--- src/rtl/sound_pkg.sv ---
// Shared types and the note table for the event-driven sound sequencer.
package sound_pkg;

  typedef enum logic {OFF = 1'b0, ON = 1'b1} MODE_TYPES;

  typedef enum logic [1:0] {
    SND_NONE = 2'd0,
    SND_TURN = 2'd1,
    SND_GOOD = 2'd2,
    SND_BAD  = 2'd3
  } sound_e;

  typedef enum logic [1:0] {
    ST_IDLE = 2'd0,
    ST_PLAY = 2'd1,
    ST_GAP  = 2'd2
  } state_e;

  localparam logic [7:0] TURN_F0 = 8'd20;
  localparam logic [7:0] GOOD_F0 = 8'd40;
  localparam logic [7:0] GOOD_F1 = 8'd30;
  localparam logic [7:0] BAD_F0  = 8'd60;
  localparam logic [7:0] BAD_F1  = 8'd80;
  localparam logic [7:0] BAD_F2  = 8'd100;

  function automatic logic [1:0] note_count(input sound_e snd);
    case (snd)
      SND_TURN: note_count = 2'd1;
      SND_GOOD: note_count = 2'd2;
      SND_BAD:  note_count = 2'd3;
      default:  note_count = 2'd0;
    endcase
  endfunction

  function automatic logic [7:0] note_freq(input sound_e snd, input logic [1:0] idx);
    note_freq = 8'd0;
    case (snd)
      SND_TURN: note_freq = TURN_F0;
      SND_GOOD: note_freq = (idx == 2'd0) ? GOOD_F0 : GOOD_F1;
      SND_BAD: begin
        case (idx)
          2'd0:    note_freq = BAD_F0;
          2'd1:    note_freq = BAD_F1;
          default: note_freq = BAD_F2;
        endcase
      end
      default: note_freq = 8'd0;
    endcase
  endfunction

endpackage

--- src/rtl/sound_event_detector.sv ---
// Registered edge detection for the collision and button levels plus direction-change detection.
module sound_event_detector
(
  input  logic       clk,
  input  logic       rst,
  input  logic       good_i,
  input  logic       bad_i,
  input  logic       button_i,
  input  logic [3:0] direction_i,
  output logic       good_ev_o,
  output logic       bad_ev_o,
  output logic       button_ev_o,
  output logic       turn_ev_o
);

  logic       good_prev_q, bad_prev_q, button_prev_q;
  logic       good_prev_d, bad_prev_d, button_prev_d;
  logic [3:0] dir_prev_q, dir_prev_d;

  always_comb begin
    good_prev_d   = good_i;
    bad_prev_d    = bad_i;
    button_prev_d = button_i;
    dir_prev_d    = direction_i;
  end

  always_ff @(posedge clk or posedge rst) begin
    if (rst) begin
      good_prev_q   <= 1'b0;
      bad_prev_q    <= 1'b0;
      button_prev_q <= 1'b0;
      dir_prev_q    <= 4'b0000;
    end else begin
      good_prev_q   <= good_prev_d;
      bad_prev_q    <= bad_prev_d;
      button_prev_q <= button_prev_d;
      dir_prev_q    <= dir_prev_d;
    end
  end

  // Events are combinational so a flag can latch them on the very edge that first samples the input.
  assign good_ev_o   = good_i & ~good_prev_q;
  assign bad_ev_o    = bad_i & ~bad_prev_q;
  assign button_ev_o = button_i & ~button_prev_q;
  assign turn_ev_o   = (direction_i != 4'b0000) && (direction_i != dir_prev_q);

endmodule

--- src/rtl/sound_sequencer.sv ---
// Arbitrates game sound events by priority and plays each as a timed sequence of notes.
module sound_sequencer
  import sound_pkg::*;
#(
  parameter logic [15:0] NOTE_LEN = 16'd50000,
  parameter logic [15:0] GAP_LEN  = 16'd10000
)
(
  input  logic       clk,
  input  logic       rst,
  input  logic       goodColl_i,
  input  logic       badColl_i,
  input  logic       button_i,
  input  logic [3:0] direction_i,
  output logic [7:0] freq_o,
  output logic       play_o,
  output logic [1:0] sound_o,
  output logic       mode_o
);

  localparam logic [15:0] NOTE_LAST = NOTE_LEN - 16'd1;
  localparam logic [15:0] GAP_LAST  = GAP_LEN - 16'd1;

  logic good_ev_s, bad_ev_s, button_ev_s, turn_ev_s;

  sound_event_detector u_events (
    .clk         (clk),
    .rst         (rst),
    .good_i      (goodColl_i),
    .bad_i       (badColl_i),
    .button_i    (button_i),
    .direction_i (direction_i),
    .good_ev_o   (good_ev_s),
    .bad_ev_o    (bad_ev_s),
    .button_ev_o (button_ev_s),
    .turn_ev_o   (turn_ev_s)
  );

  state_e      state_q, state_d;
  sound_e      snd_q, snd_d, pick_s;
  MODE_TYPES   mode_q, mode_d;
  logic [15:0] cnt_q, cnt_d;
  logic [1:0]  idx_q, idx_d, next_idx_s;
  logic        pend_bad_q, pend_good_q, pend_turn_q;
  logic        pend_bad_d, pend_good_d, pend_turn_d;
  logic [7:0]  freq_q, freq_d;
  logic        play_q, play_d;
  logic        start_s, mute_s, accept_s;

  always_comb begin
    state_d    = state_q;
    snd_d      = snd_q;
    cnt_d      = cnt_q;
    idx_d      = idx_q;
    next_idx_s = idx_q + 2'd1;
    accept_s   = (mode_q == ON);
    mute_s     = button_ev_s && (mode_q == ON);
    mode_d     = button_ev_s ? ((mode_q == ON) ? OFF : ON) : mode_q;

    if (pend_bad_q)       pick_s = SND_BAD;
    else if (pend_good_q) pick_s = SND_GOOD;
    else if (pend_turn_q) pick_s = SND_TURN;
    else                  pick_s = SND_NONE;

    // A pending BAD cuts into any lesser sound; it never restarts itself.
    start_s = ((state_q == ST_IDLE) && (pick_s != SND_NONE)) ||
              ((state_q != ST_IDLE) && pend_bad_q && (snd_q != SND_BAD));

    pend_bad_d  = !mute_s && ((pend_bad_q  && !(start_s && pick_s == SND_BAD))  || (accept_s && bad_ev_s));
    pend_good_d = !mute_s && ((pend_good_q && !(start_s && pick_s == SND_GOOD)) || (accept_s && good_ev_s));
    pend_turn_d = !mute_s && ((pend_turn_q && !(start_s && pick_s == SND_TURN)) || (accept_s && turn_ev_s));

    if (mute_s) begin
      state_d = ST_IDLE;
      snd_d   = SND_NONE;
      idx_d   = 2'd0;
      cnt_d   = 16'd0;
    end else if (start_s) begin
      state_d = ST_PLAY;
      snd_d   = pick_s;
      idx_d   = 2'd0;
      cnt_d   = NOTE_LAST;
    end else begin
      case (state_q)
        ST_IDLE: state_d = ST_IDLE;
        ST_PLAY, ST_GAP: begin
          if (cnt_q != 16'd0) begin
            cnt_d = cnt_q - 16'd1;
          end else if (state_q == ST_PLAY) begin
            state_d = ST_GAP;
            cnt_d   = GAP_LAST;
          end else if (next_idx_s < note_count(snd_q)) begin
            state_d = ST_PLAY;
            idx_d   = next_idx_s;
            cnt_d   = NOTE_LAST;
          end else begin
            state_d = ST_IDLE;
            snd_d   = SND_NONE;
            idx_d   = 2'd0;
          end
        end
        default: begin
          state_d = ST_IDLE;
          snd_d   = SND_NONE;
          idx_d   = 2'd0;
          cnt_d   = 16'd0;
        end
      endcase
    end

    play_d = (state_d == ST_PLAY);
    freq_d = play_d ? note_freq(snd_d, idx_d) : 8'd0;
  end

  always_ff @(posedge clk or posedge rst) begin
    if (rst) begin
      state_q     <= ST_IDLE;
      snd_q       <= SND_NONE;
      mode_q      <= ON;
      cnt_q       <= 16'd0;
      idx_q       <= 2'd0;
      pend_bad_q  <= 1'b0;
      pend_good_q <= 1'b0;
      pend_turn_q <= 1'b0;
      freq_q      <= 8'd0;
      play_q      <= 1'b0;
    end else begin
      state_q     <= state_d;
      snd_q       <= snd_d;
      mode_q      <= mode_d;
      cnt_q       <= cnt_d;
      idx_q       <= idx_d;
      pend_bad_q  <= pend_bad_d;
      pend_good_q <= pend_good_d;
      pend_turn_q <= pend_turn_d;
      freq_q      <= freq_d;
      play_q      <= play_d;
    end
  end

  assign freq_o  = freq_q;
  assign play_o  = play_q;
  assign sound_o = snd_q;
  assign mode_o  = mode_q;

endmodule

--- config.mk ---
export PLATFORM = sky130hd
export DESIGN_NAME = sound_sequencer
export DESIGN_NICKNAME = d
export VERILOG_FILES = /design/src/rtl/sound_pkg.sv /design/src/rtl/sound_event_detector.sv /design/src/rtl/sound_sequencer.sv
export SDC_FILE = /design/constraint.sdc
export NUM_CORES = 1
export LEC_CHECK = 0
export CORE_MARGIN = 3
export CORE_UTILIZATION = 35
export DETAILED_ROUTE_END_ITERATION = 8
export DONT_BUFFER_PORTS = 1
export GPL_TIMING_DRIVEN = 0
export MAX_ROUTING_LAYER = met4
export PLACE_DENSITY = 0.55
export SYNTH_ARGS = -nofsm -noshare
export SYNTH_HDL_FRONTEND = slang
export SYNTH_SLANG_ARGS = --single-unit
--- constraint.sdc ---
create_clock -name clk -period 2.4 [get_ports clk]
set_input_delay 0.36 -clock clk [delete_from_list [all_inputs] [get_ports clk]]
set_output_delay 0.36 -clock clk [all_outputs]
set_load 0.02 [all_outputs]
==> key figures <==
Cells and area
  • Layout Area Growth over Synthesis: 24.07%
  • Fin cells: 356
  • N_diodes: 0
  • Most frequent cells in the layout: 37 x dfrtp_1, 24 x o21ai_0, 24 x buf_4, 21 x nand2_1, 20 x nor2_1
  • Final core occ: 0.4635
  • Most common cell after layout, fill and taps aside: dfrtp_1
  • Fillers: 583
  • Fraction of layout cells with a size suffix above 1: 0.2740
  • Final Instance Area: 2825 µm²
  • Fin nets: 295

Floorplan
  • Io pins: 21
  • Starting density of the core: 0.3736
  • Die Y: 86.66 µm
  • Width of the die: 86.66 µm
  • Die area: 7510 µm²
  • Core ar.: 6096 µm²
  • Cell Rows: 28

Routing
  • Routed wl met2: 2552 µm
  • Drt pass-1 iters: 4
  • WL met3: 156 µm
  • Vias/cell: 5.461
  • Detail Route Antenna Nets: 0
  • WL final: 5671 µm
  • Drt wl/cell: 15.93 µm
  • Vias: 1944
  • Drt initial violations: 121
  • DRC: 0
  • Highest metal used: met4
  • M1 WL: 2853 µm

GRT
  • Vias in the first global route: 1875
  • Largest net degree at the start of global routing: 41
  • Tot GR Track Use: 0.1620
  • First-pass GRT wire length: 9315 µm
  • Initial antenna violation count: 0
  • Total gr overflow: 0

Place
  • DP Wirelength: 3681 µm
  • Pre-CTS setup slack: -725.8 ps
  • Count of buffers from port buffering: 0
  • Inst Count DP: 326
  • Global placer's final weighted congestion: 0.8310
  • Post-Place Cell Area: 2389 µm²

Setup path
  • CP delay by family, top: simple AND/OR/NAND/NOR gates
  • CP max stage delay: 560 ps
  • CP arrival: 2800 ps
  • Slowest-stage cell, CP: or4_4
  • CP Class: register to register
  • Cell mode on critical path: or4_4
  • Crit. End Element: register
  • Crit path cell chain: or4_4 -> or4_4 -> nor2_4 -> or4b_4 -> a21boi_2 -> o311a_1
  • CP Max Fanout: 3
  • WP buf/inv: 0
  • WP data required: 2580 ps
  • Startpoint Class: register

STA
  • Final worst slack: -215.9 ps
  • Period minus WS final: 2616 ps
  • Hold Vio Cnt, Final: 0
  • Final setup TNS: -651.8 ps
  • Slew headroom: 0.4334
  • Clk_skew: 7.118 ps
  • Setup violations, final: 11
  • Slew Limit Fails: 0
  • Worst-margin pin slew: 848.6 ps
  • Fmax: 382.3 MHz
  • Final period util: 1.090
  • RSZ-0062 raised after global routing: true

Yosys
  • Post-Syn Area per Cell: 9.109 µm²
  • Top FF cell, synth: dfrtp_1
  • Post-synth EDFFs: 0
  • Sequential area share after synthesis: 0.4401
  • Post-Synthesis Cells: 250
  • Synth area leader: dfrtp_1
  • Largest cells by area after synthesis: dfrtp_1 43%, o21ai_0 6.4%, nor2_1 3.6%, nand2_1 3.5%, ha_1 3.3%
  • Yosys warns: 0
  • Post-synth ARST share: 1.000
  • Post-synthesis register bit count: 40
  • Distinct cells, synth: 52
  • Synthesized area: 2277 µm²
  • Post-synth top area share: 0.4286

Outcome
  • Outcome: complete, but fails checks
  • Violated checks: setup timing

Job
  • Max cap viols: 0

Power
  • Comb pwr share: 0.524
  • Cell Int Power: 2.122 mW
  • Share of power burned in the clock network: 0.160
  • LEAKAGE: 1.247 nW
  • Switch Pwr: 1.569 mW
  • Reg power frac: 0.316
  • VDD IR-drop max: 0.4587 mV
  • Net Sw Frac: 0.4251
  • Power Dens Cells: 1306 nW/µm²

Clock tree
  • Clock Tree Buf Depth: 2
  • Total CTS buffers: 5
  • CTS root buffer: clkbuf_8
  • Worst-path clk slew: 80 ps
  • Clock Latency Late Sink: 300 ps
  • CTS tree: done
  • Clock sink count: 40
  • Htree depth: 2

Min path
  • Min-delay worst type: input pin to register
final timing paths:
| path | depth (start not counted) | slack [ps] | from | end |
|---|---|---|---|---|
| max | 6 | -220 | cnt_q[5]$_DFFE_PP0P_ | freq_o[2]$_DFF_PP0_ |
| min | 0 | 80 | button_i | u_events.button_prev_q$_DFF_PP0_ |
| max reg2reg | 6 | -220 | cnt_q[5]$_DFFE_PP0P_ | freq_o[2]$_DFF_PP0_ |
| min reg2reg | 1 | 500 | cnt_q[7]$_DFFE_PP0P_ | cnt_q[7]$_DFFE_PP0P_ |
| max in group asynchronous | 1 | 1710 | rst | cnt_q[11]$_DFFE_PP0P_ |
| min in group asynchronous | 1 | 110 | rst | u_events.button_prev_q$_DFF_PP0_ |
kinds of logic (layout without fill, tap and decap cells):
| family | Yosys count | after routing | share of synthesized area |
|---|---|---|---|
| AND/OR/NAND/NOR | 87 | 87 | 0.2071 |
| AO/OA/AOI/OAI | 80 | 80 | 0.2291 |
| flip-flops | 40 | 40 | 0.4401 |
| buffers and inverters | 25 | 55 | 0.04615 |
| XOR/XNOR | 10 | 10 | 0.03846 |
| adder cells (fa/ha/maj) | 6 | 6 | 0.03297 |
| other | 1 | 2 | 0.001647 |
| multiplexers | 1 | 1 | 0.004396 |
registers in the layout, indices dropped and copies added, names as in the netlist:
signal and flops:
play_o 1, u_events.button_prev_q 1, idx_q 2, mode_o 1, state_q 2, u_events.dir_prev_q 4
u_events.bad_prev_q 1, pend_turn_q 1, sound_o 2, pend_bad_q 1, pend_good_q 1, freq_o 6
u_events.good_prev_q 1, cnt_q 16
layer usage:
metal	vias to the layer above	GRT usage
met2	35	0.2337
met3	9	0.02186
met1	938	0.2277
met4	0	0.06799
li1	962	-
met5	-	-
synthesized netlist by cell type (all sizes together), types with 2 or more instances:
cell,instances
a211oi,2
a21boi,3
a21oi,12
a22o,2
a31oi,4
and2,2
buf,3
clkbuf,9
dfrtp,39
ha,6
inv,13
nand2,21
nand3,2
nand3b,2
nor2,23
nor2b,4
nor3,5
nor3b,4
nor4,3
o211ai,2
o21ai,29
o21bai,2
o22ai,3
o31ai,7
o41ai,5
or2,6
or4,8
xnor2,5
xor2,5
through the flow:
stage	power [mW]	hold slack (ps)
3_3_place_gp	2.591	391.5
3_5_place_dp	2.623	391.5
6_report	3.691	83.57
5_1_grt	3.991	68.21
4_1_cts	3.474	71.02
2_1_floorplan	2.253	391.4
area by class of cell:
class	count	area, µm²	share of cell area
multi-input combinational	186	1295	0.4584
sequential	40	1005	0.3556
timing repair buffer	24	187.7	0.06643
clock buffer	6	82.58	0.02923
tap	75	93.84	0.03322
clock inverter	2	38.79	0.01373
inverter	13	48.80	0.01727
buffer	10	73.82	0.02613
what timing repair did:
item,4_1_cts,5_1_grt
buffers inserted,15,9
gates resized for setup,23,25
endpoints found under the hold margin,0,0
endpoints found under the setup margin,24,23
hold buffers,0,0
pin swaps,9,7
power by group through the flow:
stage	clock network, mW	registers [mW]	logic [mW]
detailed placement	0	1.18	1.44
global route	0.636	1.20	2.16
finish	0.592	1.16	1.93
CTS	0.615	1.16	1.70
floorplan	0	1.12	1.13
global placement	0	1.17	1.42
Power figures use the tool's default switching activity.
